`config.mk`:
```
export PLATFORM = sky130hd
export DESIGN_NAME = union_byte_sched
export DESIGN_NICKNAME = d
export VERILOG_FILES = /design/src/rtl/union_byte_sched.sv
export SDC_FILE = /design/constraint.sdc
export NUM_CORES = 1
export LEC_CHECK = 0
export CAP_MARGIN = 20
export CORE_ASPECT_RATIO = 1.5
export CORE_MARGIN = 4
export CORE_UTILIZATION = 40
export CTS_CLUSTER_DIAMETER = 60
export CTS_CLUSTER_SIZE = 14
export DETAILED_ROUTE_END_ITERATION = 6
export GPL_TIMING_DRIVEN = 0
export PLACE_DENSITY = 0.79
export SLEW_MARGIN = 20
export SYNTH_ARGS = -nofsm -noshare
export SYNTH_HDL_FRONTEND = slang
export SYNTH_SLANG_ARGS = --single-unit
export TNS_END_PERCENT = 10
```
`constraint.sdc`:
```
create_clock -name clk -period 1.6 [get_ports clk]
set_input_delay 0.32 -clock clk [delete_from_list [all_inputs] [get_ports clk]]
set_output_delay 0.32 -clock clk [all_outputs]
set_load 0.02 [all_outputs]
```
`src/rtl/union_byte_sched.sv`:
```
// Two-requester word-to-byte serializer: round-robin grants a 16-bit word and
// streams it as two bytes, overlapping the next grant with the final byte.
module union_byte_sched #(
    parameter bit LOW_FIRST = 1'b1
) (
    input  logic        clk,
    input  logic        rst_n,
    input  logic [1:0]  req_valid,
    input  logic [31:0] req_data,
    output logic [1:0]  req_ready,
    output logic        out_valid,
    output logic [7:0]  out_byte,
    output logic        out_src,
    output logic        out_last,
    input  logic        out_ready,
    output logic        busy
);

    typedef enum logic [1:0] {IDLE, FIRST, SECOND} state_t;

    state_t      r_state, w_next;
    logic [15:0] r_word;
    logic        r_owner;
    logic        r_rr;

    logic        w_gidx;
    logic        w_win;
    logic        w_grant;
    logic [15:0] w_slice;

    // req_ready is gated by rst_n so nothing is offered while reset is held.
    always_comb begin
        w_gidx    = (req_valid == 2'b11) ? r_rr : req_valid[1];
        w_win     = rst_n && ((r_state == IDLE) || ((r_state == SECOND) && out_ready));
        w_grant   = w_win && (|req_valid);
        req_ready = 2'b00;
        if (w_grant) req_ready[w_gidx] = 1'b1;
        w_slice   = w_gidx ? req_data[31:16] : req_data[15:0];
    end

    always_ff @(posedge clk or negedge rst_n) begin
        if (!rst_n) r_state <= IDLE;
        else        r_state <= w_next;
    end

    always_comb begin
        w_next    = r_state;
        out_valid = 1'b0;
        out_last  = 1'b0;
        out_byte  = 8'h00;
        out_src   = 1'b0;
        case (r_state)
            IDLE: begin
                if (w_grant) w_next = FIRST;
            end
            FIRST: begin
                out_valid = 1'b1;
                out_src   = r_owner;
                out_byte  = LOW_FIRST ? r_word[7:0] : r_word[15:8];
                if (out_ready) w_next = SECOND;
            end
            SECOND: begin
                out_valid = 1'b1;
                out_last  = 1'b1;
                out_src   = r_owner;
                out_byte  = LOW_FIRST ? r_word[15:8] : r_word[7:0];
                // w_grant already implies out_ready here, so a grant means back-to-back.
                if (out_ready) w_next = w_grant ? FIRST : IDLE;
            end
            default: w_next = IDLE;
        endcase
    end

    assign busy = (r_state != IDLE);

    always_ff @(posedge clk or negedge rst_n) begin
        if (!rst_n) begin
            r_word  <= 16'h0000;
            r_owner <= 1'b0;
            r_rr    <= 1'b0;
        end else if (w_grant) begin
            r_word  <= w_slice;
            r_owner <= w_gidx;
            r_rr    <= ~w_gidx;
        end
    end

endmodule

```
* Word level (Yosys, flattened, before mapping)
Cells that the tools add are included. W data, S select, Z words.
Storage, ports and cells: flip-flop bits (word level) 20, bits of input ports 37, output and inout bits 14, logic and storage cells 37
Cells by class: magnitude comparators 2, eq/ne operators 6, mux-type cells 14, bitwise operators 1, reductions and logical operators 10
Operator list (count):
- $mux W16 | 1
- $pmux W8 S2 | 1
- $mux W2 | 4
- $mux W1 | 6
- $ne A2 B2 Y1 const B | 3
- $pmux W2 S3 | 1
- $eq A2 B2 Y1 const B | 2
- $logic_and A1 B1 Y1 | 4
- $reduce_or A2 Y1 | 2
- $reduce_and A3 Y1 | 1
- $eq A2 B1 Y1 const B | 1
- $logic_not A2 Y1 | 1
- $lt A1 B2 Y1 const B | 1
- $reduce_bool A2 Y1 | 1
- $demux W1 S1 | 1
- $ge A1 B1 Y1 const B | 1
- $logic_or A1 B1 Y1 | 1
- $not A1 Y1 | 1

* Depth between registers and ports, before layout
depth after elaboration 8, depth in mapped cells 9, gate-level depth less buffers 5

* Worst setup path after synthesis
No wires, ideal clock.
path type flip-flop to output port, start reg r_state[0], end out req_ready[1], data arrival time 1757 ps, data required time 1280 ps, slack -477 ps, cell stages (with the launch flop) 8, path buffers 2, path through dfrtp_1 -> inv_1 -> ha_1 -> buf_6 -> a21o_1 -> buf_6 -> nand2_1 -> nor3_1
On the way: longest elaborated chain between the ends 6
RTL lines:
- start, declared | line 21 | state_t r_state, w_next;
- start signal, assigned | line 43 | else r_state <= w_next;
- $eq A2 B2 Y1 | line 34 | w_win = rst_n && ((r_state == IDLE) || ((r_state == SECOND) && out_ready));
- $logic_and A1 B1 Y1 | line 34
- $logic_or A1 B1 Y1 (*) | line 34
- $logic_and A1 B1 Y1 (*) | line 34
- $logic_and A1 B1 Y1 (*) | line 35 | w_grant = w_win && (|req_valid);
- $mux W2 (*) | line 37 | if (w_grant) req_ready[w_gidx] = 1'b1;
- end, declared | line 10 | output logic [1:0] req_ready,
Every way passes the cells marked *; elsewhere a longest branch is shown, timed or not.

* Final worst setup path
Ends and elaborated chain as after synthesis.

==> results <==
-- timing repair --
item | in CTS | in global routing
endpoints found under the setup margin | 34 | 33
cloned | 1 | 0
gates resized for setup | 86 | 14
pin swaps | 3 | 0
setup buffers | 6 | 2
-- synthesized netlist by cell type, types with 2 or more instances --
| cell | n |
|---|---|
| sky130_fd_sc_hd__o211ai_1 | 16 |
| sky130_fd_sc_hd__a21oi_1 | 19 |
| sky130_fd_sc_hd__a22oi_1 | 8 |
| sky130_fd_sc_hd__nor2_1 | 2 |
| sky130_fd_sc_hd__buf_6 | 6 |
| sky130_fd_sc_hd__buf_2 | 2 |
| sky130_fd_sc_hd__a31oi_2 | 9 |
| sky130_fd_sc_hd__ha_1 | 5 |
| sky130_fd_sc_hd__clkbuf_1 | 8 |
| sky130_fd_sc_hd__o21ai_0 | 17 |
| sky130_fd_sc_hd__inv_1 | 5 |
| sky130_fd_sc_hd__nor2b_1 | 9 |
| sky130_fd_sc_hd__dfrtp_1 | 20 |
| sky130_fd_sc_hd__a31oi_1 | 7 |
-- registers in the layout, indices dropped and copies added, names as in the netlist --
register  flops
r_word       16
r_state       2
r_rr          1
r_owner       1
-- worst paths after layout --
kind                                   startpoint                     end  slack [ns]
setup / recovery           r_state[0]$_DFFE_PN0P_            req_ready[1]       -0.27
hold / removal                              rst_n   r_word[6]$_DFFE_PN0N_       0.006
setup reg to reg           r_state[1]$_DFFE_PN0P_     r_owner$_DFFE_PN0N_       -0.25
hold reg to reg               r_owner$_DFFE_PN0N_     r_owner$_DFFE_PN0N_        0.55
max in group asynchronous                   rst_n  r_state[1]$_DFFE_PN0P_        1.23
min in group clk                     req_valid[1]   r_word[2]$_DFFE_PN0N_        0.36
-- stage by stage --
| stage | worst slack [ns] | power, uW |
|---|---|---|
| floorplan | -0.102 | 2080 |
| global placement | -1.44 | 2650 |
| detailed placement | -1.49 | 2720 |
| CTS | -0.261 | 3310 |
| global route | -0.337 | 3680 |
| finish | -0.273 | 3460 |
-- area by class of cell --
class / instances / area (sq um) / area share [%]
Timing Repair Buffer: 58 / 524 / 24.8
Tap cell: 40 / 50.0 / 2.36
Buffer: 15 / 130 / 6.15
Multi-Input combinational cell: 102 / 837 / 39.5
Clock buffer: 4 / 55.1 / 2.60
Sequential cell: 20 / 502 / 23.7
Inverter: 5 / 18.8 / 0.887
-- power by group --
group	total (uW)	internal [uW]	switching, uW	leakage, uW
registers	943	755	188	0.000226
logic	2120	1050	1070	0.000553
clock network	390	219	171	0.0000288
total	3460	2020	1430	0.000807
-- cell usage in the layout (no fill, tap or decap), types with 2 or more instances in the layout --
cell                              Yosys  layout
sky130_fd_sc_hd__ha_1                 5       2
sky130_fd_sc_hd__ha_4                 0       3
sky130_fd_sc_hd__dfrtp_1             20      19
sky130_fd_sc_hd__inv_1                5       3
sky130_fd_sc_hd__clkdlybuf4s50_1      0      33
sky130_fd_sc_hd__inv_2                0       2
sky130_fd_sc_hd__a31oi_1              7       7
sky130_fd_sc_hd__a22oi_1              8       5
sky130_fd_sc_hd__clkbuf_1             8       5
sky130_fd_sc_hd__a21oi_1             19      17
sky130_fd_sc_hd__buf_4                0      12
sky130_fd_sc_hd__a31oi_2              9       9
sky130_fd_sc_hd__o211ai_1            16      16
sky130_fd_sc_hd__nor2b_1              9       8
sky130_fd_sc_hd__buf_6                6       9
sky130_fd_sc_hd__dlygate4sd2_1        0       2
sky130_fd_sc_hd__a22oi_2              0       3
sky130_fd_sc_hd__and2_4               1       2
sky130_fd_sc_hd__a21oi_2              0       2
sky130_fd_sc_hd__clkbuf_8             0       5
sky130_fd_sc_hd__o21ai_0             17      17
sky130_fd_sc_hd__buf_2                2       7
-- layer usage --
| metal | vias up | global-route usage [%] |
|---|---|---|
| li1 | 661 | - |
| met1 | 680 | 20.4 |
| met2 | 59 | 35.7 |
| met3 | 14 | 3.25 |
| met4 | 0 | 9.49 |
| met5 | - | 0 |
-- logic make-up after synthesis --
logic type      Yosys count  share of synthesized area (%)
simple gates             15                           6.47
flops                    20                           37.0
mux                       2                           1.94
buf+inv                  21                           9.33
compound gates           80                           40.7
fa+ha+maj                 5                           4.62
==> results by group <==
Setup path
  – Crit path cell chain: inv_2, ha_4, buf_6, a21o_1, buf_6, nand2_8, nor3_4, buf_6
  – Gate family responsible for the most delay along the worst path: buffers and inverters
  – Maximum fanout encountered on the critical timing path: 4
  – Most prevalent standard cell on the critical path: sky130_fd_sc_hd__buf_6
  – Worst stage delay on the critical path: 0.39 ns
  – Critical Path RT: 1.28 ns
  – Worst Setup End Kind: primary output
  – Cell with the largest stage delay on the worst path: sky130_fd_sc_hd__dfrtp_1
  – WS Path Type: flop to primary output
  – Buffers and inverters on the worst path: 4
  – Startpoint type of the worst setup path: flop
  – Arr. time, crit path: 1.55 ns
  – Reg2reg path depth: 8
  – Number of stages on the worst setup path: 8

Global routing
  – Maximum number of pins on one net before global-route repair: 23
  – First-pass GRT wire length: 6750 um
  – Total congestion overflow: 0
  – Initial antenna violation count: 0
  – Via count of the first global-routing pass: 1,442
  – Overall fraction of global-route tracks in use: 19.1%

Clock tree
  – Number of clock sinks: 20
  – Clock-pin slew reported for the worst setup and hold paths after clock tree synthesis: 0.08 ns
  – Longest Clk Path Bufs: 2
  – Clk root buf: sky130_fd_sc_hd__clkbuf_8
  – Hold_buf cts: 0
  – CTS H-tree lvls: 1
  – Total CTS buffers: 3
  – Clock tree from TritonCTS: built
  – Source-to-sink clock delay at the later pin of the worst-skew pair: 0.26 ns

Layout
  – Fillers: 264
  – Layout cell share with drive strength beyond 1: 33.3%
  – Post-route standard cell area excluding fillers: 2120 sq um
  – Share of the core filled with cells in the final layout: 66.4%
  – Fin nets: 247
  – Area added between synthesis and finish: 56.4%
  – Ant. Diodes: 0
  – Final cell count without fillers: 244

Detailed routing
  – Routed metal-1 wirelength: 1510 um
  – Met3 routed wirelength: 205 um
  – Routed vias: 1,414
  – Wire length after detailed routing: 4050 um
  – Metal2 WL: 2190 um
  – Number of design rule violations left after detail routing: 0
  – Uppermost routed layer: met4
  – Number of nets still failing antenna checks after routing: 0
  – Avg WL per Cell: 16.6 um
  – Iteration-0 DRC count of the detailed router: 24
  – Per-cell via count in the routed design: 5.80
  – Count of TritonRoute iterations in the first routing pass: 4

Synthesis
  – Count of cell types in the netlist: 24
  – Synthesized instance count: 143
  – Synth Net Count: 185
  – Warning count from the yosys run: 0
  – Share of Yosys cell area claimed by the top area cell type: 37.0%
  – Synth area leader: sky130_fd_sc_hd__dfrtp_1
  – Proportion of register bits with asynchronous set or reset after synthesis: 100%
  – Average footprint of a synthesized cell: 9.47 sq um
  – Number of storage elements in the synthesis netlist: 20
  – Register area share after synthesis: 37.0%
  – Number of enable-type register cells in the synthesized netlist: 0
  – Largest cells by area after synthesis: sky130_fd_sc_hd__dfrtp_1 (37%), sky130_fd_sc_hd__o211ai_1 (8.9%), sky130_fd_sc_hd__a31oi_2 (8.3%), sky130_fd_sc_hd__a21oi_1 (7.0%), sky130_fd_sc_hd__o21ai_0 (6.3%)
  – Synthesized area: 1350 sq um
  – Most used flip-flop cell after synthesis: sky130_fd_sc_hd__dfrtp_1

Power
  – Ratio of total power to cell area: 1630 nW/um^2
  – Highest ir drop seen on vdd: 0.987 mV
  – Lkg Pwr: 0.000807 uW

Floorplan
  – Core area: 3190 sq um
  – Die footprint: 4400 sq um
  – Die Height: 79.3 um
  – Standard-cell rows: 25
  – Count of boundary I/O pins: 51
  – Initial cell density of the core: 42.4%
  – Die Width: 55.5 um

STA
  – Normalized max-slew margin: 67.5%
  – Setup repair after global routing missed its margin: yes
  – Count of final max-slew check failures: 0
  – Final period util: 117%
  – Post-route setup TNS: -4.24 ns
  – Maximum achievable frequency: 534 MHz
  – Worst-margin pin slew: 0.487 ns
  – Worst clock skew: 0.00624 ns
  – Worst hold margin: 0.00555 ns
  – Final Setup Violations: 31
  – Number of hold violations in the final report: 0
  – Clock period minus worst slack: 1.87 ns
  – Worst setup margin: -0.273 ns

Placed design
  – Instance count after placement with tap cells included: 232
  – Port Buf Inserts: 49
  – Weighted congestion at the end of routability-driven global placement: 0.763
  – Standard cell area after detailed placement: 1920 sq um
  – Post-DP HPWL: 3030 um

Status
  – Run status: complete, but fails checks
  – Violations in the final reports: setup timing

Hold path
  – Class of the tightest hold or removal check: input pin to async pin

Flow run
  – # Max-Cap Violations: 0
Note: power is estimated with default switching activity, not from simulation.
